**config.mk**
```make
export PLATFORM = sky130hd
export DESIGN_NAME = reg_file_sb_flat
export DESIGN_NICKNAME = d
export VERILOG_FILES = /design/src/rtl/reg_file_sb_if.sv /design/src/rtl/reg_file_sb.sv /design/src/flat_wrapper.sv
export SDC_FILE = /design/constraint.sdc
export NUM_CORES = 2
export LEC_CHECK = 0
export ABC_AREA = 1
export ABC_CLOCK_PERIOD_IN_PS = 2800
export BUFFER_PORTS_ARGS = -buffer_cell sky130_fd_sc_hd__buf_4
export CAP_MARGIN = 40
export CORE_MARGIN = 4
export CORE_UTILIZATION = 40
export CTS_CLUSTER_SIZE = 14
export DETAILED_ROUTE_END_ITERATION = 10
export PLACE_DENSITY = 0.56
export RECOVER_POWER = 50
export SYNTH_ARGS = -nofsm -noshare
export SYNTH_HDL_FRONTEND = slang
export SYNTH_SLANG_ARGS = --single-unit
```
**constraint.sdc**
```tcl
create_clock -name clk -period 2.8 [get_ports clk]
set_clock_uncertainty 0.2 [all_clocks]
set_input_delay 0.56 -clock clk [delete_from_list [all_inputs] [get_ports clk]]
set_output_delay 0.56 -clock clk [all_outputs]
set_load 0.02 [all_outputs]
```
**src/rtl/reg_file_sb_if.sv**
```systemverilog
// Register-file bus: read ports, two write-back ports, issue port and scoreboard view.
interface reg_file_sb_if #(
    parameter int unsigned XLEN     = 32,
    parameter int unsigned ADDR_W   = 5,
    parameter int unsigned RD_PORTS = 2
);
    localparam int unsigned DEPTH = 1 << ADDR_W;

    logic                         ready;
    logic [RD_PORTS*ADDR_W-1:0]   rd_addr;
    logic [RD_PORTS*XLEN-1:0]     rd_data;
    logic [RD_PORTS-1:0]          rd_busy;
    logic                         wb0_en;
    logic [ADDR_W-1:0]            wb0_addr;
    logic [XLEN-1:0]              wb0_data;
    logic                         wb1_en;
    logic [ADDR_W-1:0]            wb1_addr;
    logic [XLEN-1:0]              wb1_data;
    logic                         issue_en;
    logic [ADDR_W-1:0]            issue_addr;
    logic [DEPTH-1:0]             busy_vec;

    // Pipeline side: drives addresses, write-backs and issues
    modport master (
        output rd_addr, wb0_en, wb0_addr, wb0_data, wb1_en, wb1_addr, wb1_data,
               issue_en, issue_addr,
        input  ready, rd_data, rd_busy, busy_vec
    );

    // Register-file side
    modport slave (
        input  rd_addr, wb0_en, wb0_addr, wb0_data, wb1_en, wb1_addr, wb1_data,
               issue_en, issue_addr,
        output ready, rd_data, rd_busy, busy_vec
    );
endinterface

```
**src/rtl/reg_file_sb.sv**
```systemverilog
// Multi-port register file with write-first bypass, RAW scoreboard and post-reset clear sweep.
module reg_file_sb #(
    parameter int unsigned XLEN     = 32,
    parameter int unsigned ADDR_W   = 5,
    parameter int unsigned RD_PORTS = 2,
    parameter bit          ZERO_REG = 1'b1
) (
    input  logic         clk,
    input  logic         rst_n,
    reg_file_sb_if.slave bus
);
    localparam int unsigned DEPTH = 1 << ADDR_W;
    localparam int unsigned CNT_W = ADDR_W + 1;

    typedef enum logic {
        S_INIT = 1'b0,
        S_RUN  = 1'b1
    } state_e;

    state_e            state_q;
    state_e            state_d;
    logic [CNT_W-1:0]  cnt_q;
    logic [XLEN-1:0]   mem [DEPTH];
    logic [DEPTH-1:0]  busy_q;
    logic [DEPTH-1:0]  busy_d;
    logic [DEPTH-1:0]  set_vec;
    logic [DEPTH-1:0]  clr_vec;
    logic              run_c;
    logic              sweep_last_c;
    logic              wb0_eff_c;
    logic              wb1_eff_c;
    logic              issue_eff_c;
    logic              wb0_drop_c;
    logic [ADDR_W-1:0] ra_c;

    // State register
    always_ff @(posedge clk or negedge rst_n) begin
        if (!rst_n) begin
            state_q <= S_INIT;
        end else begin
            state_q <= state_d;
        end
    end

    // Next-state: leave INIT on the edge that clears the last register
    always_comb begin
        state_d = state_q;
        case (state_q)
            S_INIT:  if (sweep_last_c) state_d = S_RUN;
            S_RUN:   state_d = S_RUN;
            default: state_d = S_INIT;
        endcase
    end

    // Output decode from state
    always_comb begin
        run_c     = 1'b0;
        bus.ready = 1'b0;
        if (state_q == S_RUN) begin
            run_c     = 1'b1;
            bus.ready = 1'b1;
        end
    end

    // Sweep counter; one extra bit so completion never wraps to 0
    always_ff @(posedge clk or negedge rst_n) begin
        if (!rst_n) begin
            cnt_q <= '0;
        end else if (state_q == S_INIT) begin
            cnt_q <= cnt_q + CNT_W'(1);
        end
    end

    // Effective-write / issue qualification
    always_comb begin
        sweep_last_c = (cnt_q == CNT_W'(DEPTH - 1));
        wb0_eff_c    = bus.wb0_en   && run_c && !(ZERO_REG && (bus.wb0_addr   == '0));
        wb1_eff_c    = bus.wb1_en   && run_c && !(ZERO_REG && (bus.wb1_addr   == '0));
        issue_eff_c  = bus.issue_en && run_c && !(ZERO_REG && (bus.issue_addr == '0));
        wb0_drop_c   = wb1_eff_c && (bus.wb1_addr == bus.wb0_addr);
    end

    // Storage: zero fill during INIT, dual write-back during RUN (wb1 wins a collision)
    always_ff @(posedge clk) begin
        if (state_q == S_INIT) begin
            mem[cnt_q[ADDR_W-1:0]] <= '0;
        end else begin
            if (wb0_eff_c && !wb0_drop_c) begin
                mem[bus.wb0_addr] <= bus.wb0_data;
            end
            if (wb1_eff_c) begin
                mem[bus.wb1_addr] <= bus.wb1_data;
            end
        end
    end

    // Read ports: zero reg, then wb1 bypass, then wb0 bypass, then array
    always_comb begin
        bus.rd_data = '0;
        bus.rd_busy = '0;
        ra_c        = '0;
        for (int i = 0; i < RD_PORTS; i++) begin
            ra_c = bus.rd_addr[i*ADDR_W +: ADDR_W];
            if (run_c) begin
                if (ZERO_REG && (ra_c == '0)) begin
                    bus.rd_data[i*XLEN +: XLEN] = '0;
                end else if (wb1_eff_c && (bus.wb1_addr == ra_c)) begin
                    bus.rd_data[i*XLEN +: XLEN] = bus.wb1_data;
                end else if (wb0_eff_c && (bus.wb0_addr == ra_c)) begin
                    bus.rd_data[i*XLEN +: XLEN] = bus.wb0_data;
                end else begin
                    bus.rd_data[i*XLEN +: XLEN] = mem[ra_c];
                end
                bus.rd_busy[i] = busy_q[ra_c]
                                 && !(wb0_eff_c && (bus.wb0_addr == ra_c))
                                 && !(wb1_eff_c && (bus.wb1_addr == ra_c));
            end
        end
    end

    // Scoreboard update: a new producer (issue) overrides a same-cycle write-back
    always_comb begin
        set_vec = '0;
        clr_vec = '0;
        if (issue_eff_c) set_vec[bus.issue_addr] = 1'b1;
        if (wb0_eff_c)   clr_vec[bus.wb0_addr]   = 1'b1;
        if (wb1_eff_c)   clr_vec[bus.wb1_addr]   = 1'b1;
        busy_d = (busy_q & ~clr_vec) | set_vec;
    end

    // Scoreboard register
    always_ff @(posedge clk or negedge rst_n) begin
        if (!rst_n) begin
            busy_q <= '0;
        end else begin
            busy_q <= busy_d;
        end
    end

    assign bus.busy_vec = busy_q;

endmodule

```
**src/flat_wrapper.sv**
```systemverilog
// flat-port wrapper written by rule: the top's interface ports become plain ports
module reg_file_sb_flat 
#(
    parameter int unsigned XLEN     = 32,
    parameter int unsigned ADDR_W   = 5,
    parameter int unsigned RD_PORTS = 2,
    parameter bit          ZERO_REG = 1'b1
)
  (clk, rst_n, bus_rd_addr, bus_wb0_en, bus_wb0_addr, bus_wb0_data, bus_wb1_en, bus_wb1_addr, bus_wb1_data, bus_issue_en, bus_issue_addr, bus_ready, bus_rd_data, bus_rd_busy, bus_busy_vec);
  reg_file_sb_if #(.XLEN(XLEN), .ADDR_W(ADDR_W), .RD_PORTS(RD_PORTS)) bus_i ();
  input  logic clk;
  input  logic rst_n;
  input wire logic [$bits(bus_i.rd_addr)-1:0] bus_rd_addr;
  input wire logic [$bits(bus_i.wb0_en)-1:0] bus_wb0_en;
  input wire logic [$bits(bus_i.wb0_addr)-1:0] bus_wb0_addr;
  input wire logic [$bits(bus_i.wb0_data)-1:0] bus_wb0_data;
  input wire logic [$bits(bus_i.wb1_en)-1:0] bus_wb1_en;
  input wire logic [$bits(bus_i.wb1_addr)-1:0] bus_wb1_addr;
  input wire logic [$bits(bus_i.wb1_data)-1:0] bus_wb1_data;
  input wire logic [$bits(bus_i.issue_en)-1:0] bus_issue_en;
  input wire logic [$bits(bus_i.issue_addr)-1:0] bus_issue_addr;
  output wire logic [$bits(bus_i.ready)-1:0] bus_ready;
  output wire logic [$bits(bus_i.rd_data)-1:0] bus_rd_data;
  output wire logic [$bits(bus_i.rd_busy)-1:0] bus_rd_busy;
  output wire logic [$bits(bus_i.busy_vec)-1:0] bus_busy_vec;
  assign bus_i.rd_addr = bus_rd_addr;
  assign bus_i.wb0_en = bus_wb0_en;
  assign bus_i.wb0_addr = bus_wb0_addr;
  assign bus_i.wb0_data = bus_wb0_data;
  assign bus_i.wb1_en = bus_wb1_en;
  assign bus_i.wb1_addr = bus_wb1_addr;
  assign bus_i.wb1_data = bus_wb1_data;
  assign bus_i.issue_en = bus_issue_en;
  assign bus_i.issue_addr = bus_issue_addr;
  assign bus_ready = bus_i.ready;
  assign bus_rd_data = bus_i.rd_data;
  assign bus_rd_busy = bus_i.rd_busy;
  assign bus_busy_vec = bus_i.busy_vec;
  reg_file_sb #(.XLEN(XLEN), .ADDR_W(ADDR_W), .RD_PORTS(RD_PORTS), .ZERO_REG(ZERO_REG)) u_core (.clk(clk), .rst_n(rst_n), .bus(bus_i));
endmodule
```
**Word-level counts from Yosys, hierarchy flattened**

Memories as Yosys holds them, arrays and structs flattened.
Cells that the tools add are included.

- Add/subtract/negate cells: 1
- $mul: 0
- Divide/modulo/power cells: 0
- Magnitude comparators: 8
- Equal/unequal tests: 6
- Shifts and indexed selects: 0
- Mux-type cells: 36
- Bitwise gates (word level): 5
- Reduce and logical (&&, ||, !) cells: 33

Operator list:

| kind | number |
|---|---|
| $mux 32 | 12 |
| $or 32x32->32 | 2 |
| $and 32x32->32 | 1 |
| $not 32->32 | 1 |
| $reduce_or 32->1 | 1 |
| $lt 5x6->1 const B | 5 |
| $eq 5x5->1 | 5 |
| $logic_not 5->1 | 5 |
| $logic_and 1x1->1 | 19 |
| $mux 1 | 17 |
| $demux 1 s5 | 3 |
| $ge 5x1->1 const B | 3 |
| $bmux 1 s5 | 2 |
| $logic_not 1->1 | 8 |
| $add 6x1->6 const B | 1 |
| $eq 6x5->1 const B | 1 |
| $mux 5 | 1 |
| $pmux 1 s2 | 1 |
| $not 1->1 | 1 |

- Bits in registers: 39
- Latch bits: 0
- Bits in writable memories: 1024
- Bits in read-only memories: 0
- Bits of input ports: 94
- Output and inout port bits: 99
- Logic and storage cells: 93
- Memories kept: 1

Memory list:

| name | depth | bits a word | read ports | clocked after Yosys merged registers in | write ports | line | text |
|---|---|---|---|---|---|---|---|
| u_core.mem | 32 | 32 | 2 | 0 | 2 | reg_file_sb.sv:23 | `logic [XLEN-1:0] mem [DEPTH];` |

**Logic depth before layout (Yosys ltp)**

- Depth after elaboration: 11
- Mapped depth: 15
- Depth with buffers taken out: 13

**Worst setup path before layout**

Ideal clock, no wire load.

- Kind: input to register
- Start point: in bus_wb0_addr[1]
- End point: mem u_core.mem[0][0] (enable)
- Library setup time: 0.392 ns
- Data arrival time: 2.543 ns
- Required time: 2.208 ns
- Slack: -0.335 ns
- Stages: 14
- Path buffers: 2
- Path through: buf_2 inv_2 nand2_1 nand2_1 nand2_1 nor2_2 nand2_4 nand2_8 buf_12 nand2_1 nand2_2 nand2_2 nor2_2 and2_1

RTL lines:

| element | line | text |
|---|---|---|
| start, declared | flat_wrapper.sv:15 | `input wire logic [$bits(bus_i.wb0_addr)-1:0] bus_wb0_addr;` |
| end, declared | reg_file_sb.sv:23 |  |

**Worst setup path after layout**

- Start point: reg u_core.state_q
- End point: out bus_rd_data[36]

- Longest elaborated chain between the ends: 8
- Elaborated cells on any way between the ends: 11
- Classes of those cells: mux (5); reduce/logical (6)

RTL lines:

| element | line | text |
|---|---|---|
| start, declared | reg_file_sb.sv:20 | `state_e state_q;` |
| start signal, assigned | reg_file_sb.sv:41 | `state_q <= state_d;` |
| $mux 1 (*) | reg_file_sb.sv:59 | `if (state_q == S_RUN) begin` |
| $logic_and 1x1->1 (2 in series) | reg_file_sb.sv:77 | `wb0_eff_c = bus.wb0_en && run_c && !(ZERO_REG && (bus.wb0_addr == '0));` |
| $logic_and 1x1->1 | reg_file_sb.sv:109 | `end else if (wb0_eff_c && (bus.wb0_addr == ra_c)) begin` |
| $mux 32 | reg_file_sb.sv:109 |  |
| $mux 32 | reg_file_sb.sv:107 | `end else if (wb1_eff_c && (bus.wb1_addr == ra_c)) begin` |
| $mux 32 | reg_file_sb.sv:105 | `if (ZERO_REG && (ra_c == '0)) begin` |
| $mux 32 (*) | reg_file_sb.sv:104 | `if (run_c) begin` |
| end, declared | flat_wrapper.sv:23 | `output wire logic [$bits(bus_i.rd_data)-1:0] bus_rd_data;` |

Mark *: on every way between the ends. The rest lies on a longest branch, timed or not.

==> results by group <==
Global routing
  – GR Overflow Total: 0
  – Vias in the first global route: 63,600
  – First-pass GRT wire length: 440,000 um
  – Antenna violations before repair: 5
  – Largest net degree at the start of global routing: 65
  – Total GRT Usage: 33.9%

Synthesis
  – Ys async rst share: 3.67%
  – Syn_nets: 8,903
  – YS warnings: 0
  – Post-synthesis register bit count: 1,063
  – Post-Synthesis Cells: 8,808
  – Synth unique cells: 39
  – Main synth FF type: edfxtp_1
  – Post-synthesis cell area: 68,100 um2
  – Sequential fraction of the synthesis area: 46.6%
  – Mean Syn Cell Area: 7.73 um2
  – Post-synth EDFFs: 1,024

Power
  – Pwr/cell area: 502 nW/um2
  – Max VDD drop: 0.509 mV
  – Static Leak: 0.0346 uW

Floorplan
  – Die width: 421 um
  – Cell Rows: 151
  – DIE AREA: 177,000 um2
  – Initial core utilization: 40.2%
  – Die Ht: 421 um
  – Core area: 169,000 um2
  – Ports: 193

Timing
  – Rel. slew slack: 26.0%
  – Tcrit/Tclk final: 124%
  – RSZ-0062 raised after global routing: true
  – Hold Fails Final Rpt: 0
  – Setup ws final: -0.672 ns
  – Fin. max-slew vios: 0
  – Worst-margin pin slew: 1.11 ns
  – Final setup fails: 678
  – Final min period: 3.47 ns
  – Fmax: 288 MHz

Run
  – Maxcap violations: 0

Cells and area
  – NumNets Final: 9,125
  – Reg area: 31,700 um2
  – Final cell utilization of the core: 49.8%
  – Share of layout cells above drive strength 1: 17.0%
  – Multi-input logic area: 30,300 um2
  – Synthesis-to-finish area growth: 23.8%
  – Fillers: 15,800

Place
  – GP Congestion: 0.962
  – Final HPWL DP: 202,000 um
  – Pre-CTS setup slack: -0.532 ns
  – Port bufs: 192

Detailed routing
  – DRC viols: 0
  – Routed Antenna Nets: 0
  – WL/cell: 27.8 um
  – Final WL: 316,000 um
  – Vias/cell: 6.04
  – Initial DRC Count: 9,671
  – Routed vias: 68,500
  – Pre-antenna DRT Iters: 8

Critical path
  – CP required: 2.04 ns
  – RR Startpoint: u_core.state_q$_DFF_PN0_
  – Worst setup EP type: output port
  – Critical path launch point type: flip-flop
  – Critical path data arrival time: 2.71 ns
  – Crit Path Category: reg2out
  – Crit path from: u_core.state_q$_DFF_PN0_
  – Max FO, Critical Path: 31

Clock tree
  – Sink Count: 1,063
  – H-tree Lvls: 3
  – Worst skew pair latency: 0.76 ns
  – CTS root buf: clkbuf_16
  – Worst-path clk slew: 0.06 ns
  – CTS tree: yes
  – Total CTS buffers: 120
  – Clock tree buffer depth: 3

Run status
  – Status: complete, but fails checks
  – Failing checks: setup timing

Worst hold path
  – Hold_sp: bus_issue_addr[0]
  – Worst hold path type: in2reg
## layout by cell type (no fill, tap or decap), types with 6 or more instances in the layout
master / count
a21oi_1: 164
a21oi_2: 50
a21oi_4: 8
buf_12: 296
buf_16: 10
buf_4: 599
buf_6: 74
buf_8: 8
bufinv_16: 20
clkbuf_1: 32
clkbuf_16: 138
clkinv_1: 23
clkinv_2: 36
dfrtp_1: 38
edfxtp_1: 1024
inv_1: 795
inv_2: 26
nand2_1: 2237
nand2_2: 26
nand2_4: 27
nand2_8: 12
nand3_1: 1243
nand3_2: 22
nand3_4: 16
nand4_1: 14
nor2_1: 74
nor2_2: 8
nor2_4: 42
nor3_1: 17
o211ai_1: 598
o21ai_0: 986
o21ai_1: 304
o21ai_2: 47
o21ai_4: 9
o22ai_1: 8
or2_2: 47
xnor2_1: 11
xor2_1: 6
## routing by layer
metal,track usage [%],share of wire (%)
met5,0,0.0038
met4,21.2,7.5
met3,5.67,11
met2,53.2,44
met1,43.6,38
## synthesized netlist by cell type, drive strengths merged, types with 14 or more instances
master	number	area, um2
inv	845	3170
clkbuf	430	1610
nand3	1281	6420
a21oi	222	1110
nor3	19	105
dfrtp	39	976
nand4	14	87.6
edfxtp	1024	30700
o211ai	598	4490
o21ai	1346	6740
nor2	124	769
or2	49	307
nand2	2299	8680
buf	484	2580
## final cells by class
class,instances,share of cell area (%)
clock buffer,152,3.71
sequential,1063,37.7
inverter,846,3.85
multi-input combinational,5989,36.0
clock inverter,74,1.10
antenna,3,0.00891
timing repair buffer,1010,14.4
tap,2218,3.29
## worst max-delay path, cell delays in order (launching register included)
cell and delay (ns):
dfrtp_2 0.44, buf_6 0.14, nand2_4 0.05, inv_4 0.04, nand2_4 0.06, inv_4 0.04
buf_4 0.13, nand4_1 0.13, buf_12 0.26, o21ai_0 0.15, a21oi_2 0.18, buf_6 0.16
buf_4 0.14
## path summary, 6_finish.rpt
check	endpoint	slack [ns]	depth (start not counted)
max	bus_rd_data[36]	-0.67	12
min	u_core.bus.busy_vec[3]$_DFF_PN0_	0.12	3
max reg2reg	u_core.mem[7][9]$_DFFE_PP_	-0.13	17
min reg2reg	u_core.bus.busy_vec[0]$_DFF_PN0_	0.27	0
max in group asynchronous	u_core.state_q$_DFF_PN0_	1.27	2
min in group asynchronous	u_core.bus.busy_vec[31]$_DFF_PN0_	0.39	2
## logic make-up (layout without fill, tap and decap cells)
family	after synthesis	after routing	synth area share [%]
AND/OR/NAND/NOR	3788	3792	24.1
AO/OA/AOI/OAI	2179	2179	18.3
buffers and inverters	1760	2082	10.8
flip-flops	1063	1063	46.6
XOR/XNOR	17	17	0.219
adder cells (fa/ha/maj)	1	1	0.0184
other	0	3	0
## where the power goes
part / internal [uW] / switching [uW] / total (uW)
Clock: 9720 / 7070 / 16800
Sequential: 17600 / 97.0 / 17700
Combinational: 2800 / 4990 / 7790
Total: 30200 / 12200 / 42300
## per-stage QoR
step	total power, uW	instance area, um2	cells	hold WS (ns)	TNS, ns
4_1_cts	42000	82800	11300	0.0595	-32.77
3_3_place_gp	25100	77400	11100	0.272	-311.17
6_report	42300	84300	11400	0.116	-62.56
3_5_place_dp	25300	77700	11100	0.261	-257.12
2_1_floorplan	21900	68200	8808	0.0644	-0.208
5_1_grt	43500	84300	11400	0.117	-136.67
## sequential cells by signal, summed over array words and instances (netlist names)
register and flops:
u_core.state_q 1, u_core.bus.busy_vec 32, u_core.mem 1024, u_core.cnt_q 6
## repair_timing
item,4_1_cts,5_1_grt
pin swaps,31,46
gates resized for setup,214,237
hold buffers,4,0
setup buffers,16,20
endpoints found under the hold margin,61,0
cloned,7,24
endpoints found under the setup margin,109,1053
Note: power is estimated with default switching activity, not from simulation.
